===== config.mk =====
export PLATFORM = sky130hd
export DESIGN_NAME = muldiv_unit
export DESIGN_NICKNAME = d
export VERILOG_FILES = /design/src/rtl/muldiv_unit_pkg.sv /design/src/rtl/muldiv_unit.sv
export SDC_FILE = /design/constraint.sdc
export NUM_CORES = 1
export LEC_CHECK = 0
export ABC_AREA = 1
export BUFFER_PORTS_ARGS = -buffer_cell sky130_fd_sc_hd__buf_2
export CORE_ASPECT_RATIO = 2
export CORE_MARGIN = 3
export CORE_UTILIZATION = 32
export CTS_BUF_LIST = sky130_fd_sc_hd__clkbuf_4
export CTS_CLUSTER_DIAMETER = 50
export DETAILED_ROUTE_END_ITERATION = 6
export PLACE_DENSITY = 0.47
export SETUP_SLACK_MARGIN = 0.15
export SYNTH_ARGS = -nofsm -noshare
export SYNTH_HDL_FRONTEND = slang
export SYNTH_SLANG_ARGS = --single-unit

===== constraint.sdc =====
create_clock -name CLK -period 2.9 [get_ports CLK]
set_clock_uncertainty 0.05 [all_clocks]
set_input_delay 0.58 -clock CLK [delete_from_list [all_inputs] [get_ports CLK]]
set_output_delay 0.58 -clock CLK [all_outputs]
set_load 0.02 [all_outputs]

===== src/rtl/muldiv_unit_pkg.sv =====
// Shared function codes, FSM states and decode helpers for the iterative multiply/divide unit.
// No timing of its own; the latency and stall behaviour live in muldiv_unit.
package muldiv_unit_pkg;

  localparam logic [5:0] FN_MFHI  = 6'h10;
  localparam logic [5:0] FN_MTHI  = 6'h11;
  localparam logic [5:0] FN_MFLO  = 6'h12;
  localparam logic [5:0] FN_MTLO  = 6'h13;
  localparam logic [5:0] FN_MULT  = 6'h18;
  localparam logic [5:0] FN_MULTU = 6'h19;
  localparam logic [5:0] FN_DIV   = 6'h1A;
  localparam logic [5:0] FN_DIVU  = 6'h1B;

  typedef enum logic [1:0] {
    ST_IDLE  = 2'd0,
    ST_ITER  = 2'd1,
    ST_FIXUP = 2'd2
  } state_e;

  function automatic logic is_div(input logic [5:0] f);
    return (f == FN_DIV) || (f == FN_DIVU);
  endfunction

  function automatic logic is_muldiv(input logic [5:0] f);
    return (f == FN_MULT) || (f == FN_MULTU) || is_div(f);
  endfunction

endpackage


===== src/rtl/muldiv_unit.sv =====
// Iterative HI/LO multiply (shift-add) and divide (restoring). Start at edge T gives Busy in T+1..T+33 and Done in T+34.
// There is no queueing: Start is ignored while Busy is high, so EX must stall and hold the request until Busy drops.
module muldiv_unit
  import muldiv_unit_pkg::*;
#(
  parameter int WIDTH = 32
) (
  input  logic             CLK,
  input  logic             RST,
  input  logic             Start,
  input  logic [5:0]       Funct,
  input  logic [WIDTH-1:0] Rdata1,
  input  logic [WIDTH-1:0] Rdata2,
  output logic             Busy,
  output logic             Done,
  output logic [WIDTH-1:0] HI,
  output logic [WIDTH-1:0] LO
);

  localparam int CW = $clog2(WIDTH + 1);

  state_e             state_q, state_d;
  logic [CW-1:0]      cnt_q, cnt_d;
  logic [5:0]         funct_q, funct_d;
  logic               sa_q, sa_d, sb_q, sb_d;
  logic [WIDTH-1:0]   b_q, b_d, rem_q, rem_d, hi_q, hi_d, lo_q, lo_d;
  logic [2*WIDTH-1:0] acc_q, acc_d;
  logic               busy_q, busy_d, done_q, done_d;

  logic               op_signed;
  logic [WIDTH-1:0]   a_mag, b_mag, quo, remv;
  logic [WIDTH:0]     mul_sum, div_shift, div_diff;
  logic [2*WIDTH-1:0] prod;

  always_comb begin
    state_d = state_q;
    cnt_d   = cnt_q;
    funct_d = funct_q;
    sa_d    = sa_q;
    sb_d    = sb_q;
    b_d     = b_q;
    rem_d   = rem_q;
    acc_d   = acc_q;
    hi_d    = hi_q;
    lo_d    = lo_q;
    done_d  = 1'b0;

    op_signed = (Funct == FN_MULT) || (Funct == FN_DIV);
    a_mag     = (op_signed && Rdata1[WIDTH-1]) ? -Rdata1 : Rdata1;
    b_mag     = (op_signed && Rdata2[WIDTH-1]) ? -Rdata2 : Rdata2;

    // acc holds {partial product, multiplier} for multiply; low half is dividend/quotient for divide
    mul_sum   = {1'b0, acc_q[2*WIDTH-1:WIDTH]} + (acc_q[0] ? {1'b0, b_q} : '0);
    div_shift = {rem_q, acc_q[WIDTH-1]};
    div_diff  = div_shift - {1'b0, b_q};

    quo  = acc_q[WIDTH-1:0];
    remv = rem_q;
    prod = (sa_q ^ sb_q) ? -acc_q : acc_q;

    case (state_q)
      ST_IDLE: begin
        if (Start && is_muldiv(Funct)) begin
          funct_d = Funct;
          sa_d    = op_signed && Rdata1[WIDTH-1];
          sb_d    = op_signed && Rdata2[WIDTH-1];
          b_d     = is_div(Funct) ? b_mag : a_mag;
          acc_d   = {{WIDTH{1'b0}}, is_div(Funct) ? a_mag : b_mag};
          rem_d   = '0;
          cnt_d   = CW'(WIDTH);
          state_d = ST_ITER;
        end else if (Start && Funct == FN_MTHI) begin
          hi_d = Rdata1;
        end else if (Start && Funct == FN_MTLO) begin
          lo_d = Rdata1;
        end
      end
      ST_ITER: begin
        if (is_div(funct_q)) begin
          acc_d[WIDTH-1:0] = {acc_q[WIDTH-2:0], ~div_diff[WIDTH]};
          rem_d            = div_diff[WIDTH] ? div_shift[WIDTH-1:0] : div_diff[WIDTH-1:0];
        end else begin
          acc_d = {mul_sum, acc_q[WIDTH-1:1]};
        end
        cnt_d = cnt_q - CW'(1);
        if (cnt_q == CW'(1)) state_d = ST_FIXUP;
      end
      ST_FIXUP: begin
        if (is_div(funct_q)) begin
          // a zero divisor naturally yields remainder = dividend, so only LO needs forcing
          lo_d = (b_q == '0) ? '1 : ((sa_q ^ sb_q) ? -quo : quo);
          hi_d = sa_q ? -remv : remv;
        end else begin
          hi_d = prod[2*WIDTH-1:WIDTH];
          lo_d = prod[WIDTH-1:0];
        end
        done_d  = 1'b1;
        state_d = ST_IDLE;
      end
      default: state_d = ST_IDLE;
    endcase

    busy_d = (state_d != ST_IDLE);
  end

  always_ff @(posedge CLK) begin
    if (RST) begin
      state_q <= ST_IDLE;
      cnt_q   <= '0;
      funct_q <= '0;
      sa_q    <= 1'b0;
      sb_q    <= 1'b0;
      b_q     <= '0;
      rem_q   <= '0;
      acc_q   <= '0;
      hi_q    <= '0;
      lo_q    <= '0;
      busy_q  <= 1'b0;
      done_q  <= 1'b0;
    end else begin
      state_q <= state_d;
      cnt_q   <= cnt_d;
      funct_q <= funct_d;
      sa_q    <= sa_d;
      sb_q    <= sb_d;
      b_q     <= b_d;
      rem_q   <= rem_d;
      acc_q   <= acc_d;
      hi_q    <= hi_d;
      lo_q    <= lo_d;
      busy_q  <= busy_d;
      done_q  <= done_d;
    end
  end

  assign Busy = busy_q;
  assign Done = done_q;
  assign HI   = hi_q;
  assign LO   = lo_q;

endmodule


==> impl_metrics.env <==
export IMPL_yosys_area_top_type="nand2_1"
export IMPL_clkPwrFrac_pct=35.1
export IMPL_rsz0062_at_grt="true"
export IMPL_r2r_cells=12
export IMPL_vias_per_cell=5.429
export IMPL_ir_drop_uv=230.0
export IMPL_synth_compound_area_share_pct=16.10
export IMPL_synth_nets=3691
export IMPL_start_kind="flop"
export IMPL_crit_path_end_kind="flop"
export IMPL_p_per_area_nw_per_um2=330.3
export IMPL_clockRootBuffer="clkbuf_4"
export IMPL_setup_viol=0
export IMPL_num_vias=24860
export IMPL_synth_cell_types=54
export IMPL_synth_seq_cells=209
export IMPL_drive_above_1_share_pct=13.93
export IMPL_worstHoldPathType="primary input to flop"
export IMPL_synth_simple_gate_area_share_pct=44.53
export IMPL_path_class="flop to flop"
export IMPL_clk_pin_slew_ns=0.07
export IMPL_routabilityCongestion=1.017
export IMPL_p_int_mw=4.735
export IMPL_netlist_area_um2=19960
export IMPL_ys_warn_count=0
export IMPL_grt_max_degree=118
export IMPL_finalHoldViolCount=0
export IMPL_grt_ovfl_total=0
export IMPL_grt_pass1_vias=25200
export IMPL_yosysMostFrequentCell="nand2_1"
export IMPL_fin_crit_ns=2.659
export IMPL_p_seq_share_pct=38.8
export IMPL_die_x_um=182.6
export IMPL_core_um2=61340
export IMPL_worstPathMaxFanout=18
export IMPL_detail_route_first_pass_iterations=7
export IMPL_synth_area_leaders="nand2_1, dfxtp_1, nand3_1, inv_1, nor2_1"
export IMPL_synth_top_area_share_pct=21.64
export IMPL_p_sw_share_pct=38.14
export IMPL_initial_core_util_pct=32.55
export IMPL_htreeDepth=2
export IMPL_syn_avg_cell_area_um2=5.630
export IMPL_cts_buffers=57
export IMPL_grt_pass1_wl_um=159200
export IMPL_layout_nets=3908
export IMPL_hold_depth=3
export IMPL_areaGrowthSynthToFinish_pct=16.06
export IMPL_fin_worst_hold_slack_ns=0.1084
export IMPL_synth_flop_cell="dfxtp_1"
export IMPL_cap_violations=0
export IMPL_hold_path_end="funct_q[1]$_SDFFE_PP0P_"
export IMPL_slew_violations=0
export IMPL_r2r_end="acc_q[56]$_SDFFE_PP0P_"
export IMPL_antenna_left=0
export IMPL_synth_edf_count=0
export IMPL_cts_tree="done"
export IMPL_antenna_found_initial=1
export IMPL_muxShareOfSynthArea_pct=0
export IMPL_tightest_slew_ns=0.9132
export IMPL_wl_per_cell_um=24.20
export IMPL_max_freq_mhz=376.1
export IMPL_synthAdderAreaFrac_pct=4.588
export IMPL_pwr_share_comb_pct=26.1
export IMPL_ios=139
export IMPL_cts_buffer_depth=3
export IMPL_fin_crit_sh_pct=91.69
export IMPL_worstPathRequired_ns=3.60
export IMPL_ys_seq_area_share_pct=20.96
export IMPL_p_sw_mw=2.919
export IMPL_remaining_drc_errors=0
export IMPL_totalPowerFinal_mw=7.654
export IMPL_p_leak_nw=11.89
export IMPL_synthTopCellsByCount="nand2_1, inv_1, nand3_1"
export IMPL_min_from="Funct[1]"
export IMPL_fp_dieArea_um2=65600
export IMPL_port_buffers=138
export IMPL_placementRows=128
export IMPL_synth_xor_area_share_pct=2.808
export IMPL_routed_wirelength_um=110800
export IMPL_clock_sinks=209
export IMPL_status="complete, no violations"
export IMPL_detail_route_iter0_violations=1823
export IMPL_async_reset_ff_share_pct=0
export IMPL_reg2reg_from="acc_q[0]$_SDFFE_PP0P_"
export IMPL_globalRouteTotalUtil_pct=32.71
export IMPL_cp_arrival_ns=3.35
export IMPL_synth_top_family_by_area="simple AND/OR/NAND/NOR gates"
export IMPL_die_y_um=359.2
export IMPL_relSlewSlack_pct=39.06
export IMPL_hpwl_um=91420
export IMPL_clk_latency_ns=0.82
export IMPL_rrSetupSlack_ns=0.24
export IMPL_synthCells=3546
==> repair_timing <==
action	in CTS	in global routing
setup endpoints to repair	6	49
resized for setup	5	36
buffers inserted	0	0
hold buffers	0	0
hold endpoints to repair	0	0
cloned	0	2
==> state kept, by name, indices dropped and copies added (netlist names) <==
name / count
HI: 32
rem_q: 32
cnt_q: 6
b_q: 32
Busy: 1
funct_q: 5
sa_q: 1
Done: 1
LO: 32
state_q: 2
sb_q: 1
acc_q: 64
==> worst max path at each step <==
stage          cells after the start  slack [ns]                     end                   from
2_1_floorplan                     17        0.34  acc_q[61]$_SDFFE_PP0P_  acc_q[0]$_SDFFE_PP0P_
3_3_place_gp                      12       -0.20     b_q[8]$_SDFFE_PP0P_              Rdata1[0]
3_5_place_dp                      12       -0.16     b_q[8]$_SDFFE_PP0P_              Rdata1[0]
4_1_cts                           12        0.17  acc_q[59]$_SDFFE_PP0P_  acc_q[0]$_SDFFE_PP0P_
5_1_grt                           15        0.13  rem_q[30]$_SDFFE_PP0P_   b_q[15]$_SDFFE_PP0P_
6_report                          12        0.24  acc_q[56]$_SDFFE_PP0P_  acc_q[0]$_SDFFE_PP0P_
==> area by class of cell <==
| cell class | count | area, µm² |
|---|---|---|
| fillers | 7142 | 38170 |
| clock inverters | 16 | 73.82 |
| repair buffers | 294 | 2019 |
| well taps | 780 | 975.9 |
| clock buffers | 78 | 585.6 |
| inverters | 422 | 1585 |
| multi-input cells | 2779 | 13730 |
| diodes | 1 | 2.502 |
| flip-flops and latches | 209 | 4193 |
==> power by group through the flow <==
stage | clock network, mW | registers, mW | logic [mW]
floorplan | 0 | 3.01 | 1.16
global placement | 0 | 3.03 | 1.94
detailed placement | 0 | 3.03 | 1.93
CTS | 2.75 | 2.97 | 1.94
global route | 2.87 | 2.97 | 2.17
finish | 2.69 | 2.97 | 2.00
==> through the flow <==
step                cells  TNS, ns  utilization [%]  worst slack [ns]  instance area [µm²]
floorplan            3546        0                -            0.3368                19960
global placement     4482   -2.050            36.42           -0.2016                22340
detailed placement   4482   -1.574            36.42           -0.1643                22340
CTS                  4576        0            37.51            0.1748                23010
global route         4579        0            37.77            0.1346                23170
finish               4579        0            37.77            0.2410                23170
==> critical path, stage by stage (launching register included) <==
cell,delay [ns]
dfxtp_2,0.36
buf_12,0.17
nand2_1,0.08
inv_1,0.04
ha_1,0.38
a21oi_1,0.34
o21ai_0,0.24
a21oi_1,0.25
o21a_1,0.17
nand2_1,0.05
nand2_1,0.05
nand3_1,0.23
a21oi_1,0.19
==> cell usage in the layout (no fill, tap or decap), drive strengths merged, types with 20 or more instances in the layout <==
| cell type | netlist | routed |
|---|---|---|
| nand3b | 20 | 20 |
| xor2 | 40 | 40 |
| clkbuf | 66 | 79 |
| dfxtp | 209 | 209 |
| nand3 | 395 | 395 |
| xnor2 | 24 | 24 |
| or2 | 34 | 34 |
| nor3 | 39 | 39 |
| ha | 70 | 70 |
| nand2 | 1164 | 1164 |
| inv | 422 | 423 |
| o211ai | 21 | 21 |
| a21oi | 235 | 235 |
| o21ai | 244 | 244 |
| a221oi | 23 | 23 |
| nand4 | 71 | 71 |
| nor2 | 331 | 331 |
| buf | 70 | 293 |
==> cells by family (layout without fill, tap and decap cells) <==
logic type / count (synthesis) / after routing
AO/OA/AOI/OAI: 577 / 577
XOR/XNOR: 64 / 64
adder cells (fa/ha/maj): 72 / 72
buffers and inverters: 558 / 810
flip-flops: 209 / 209
other: 0 / 1
AND/OR/NAND/NOR: 2066 / 2066
==> routing by layer <==
layer  vias to the layer above  track usage [%]  part of all wire (%)
met3                       470            3.098                   3.6
met2                       950            59.82                    51
met1                     11410            29.04                    31
met5                         -                0                     0
met4                         0            36.29                    14
li1                      12030                -                     -
(Power assumes the default switching activity.)
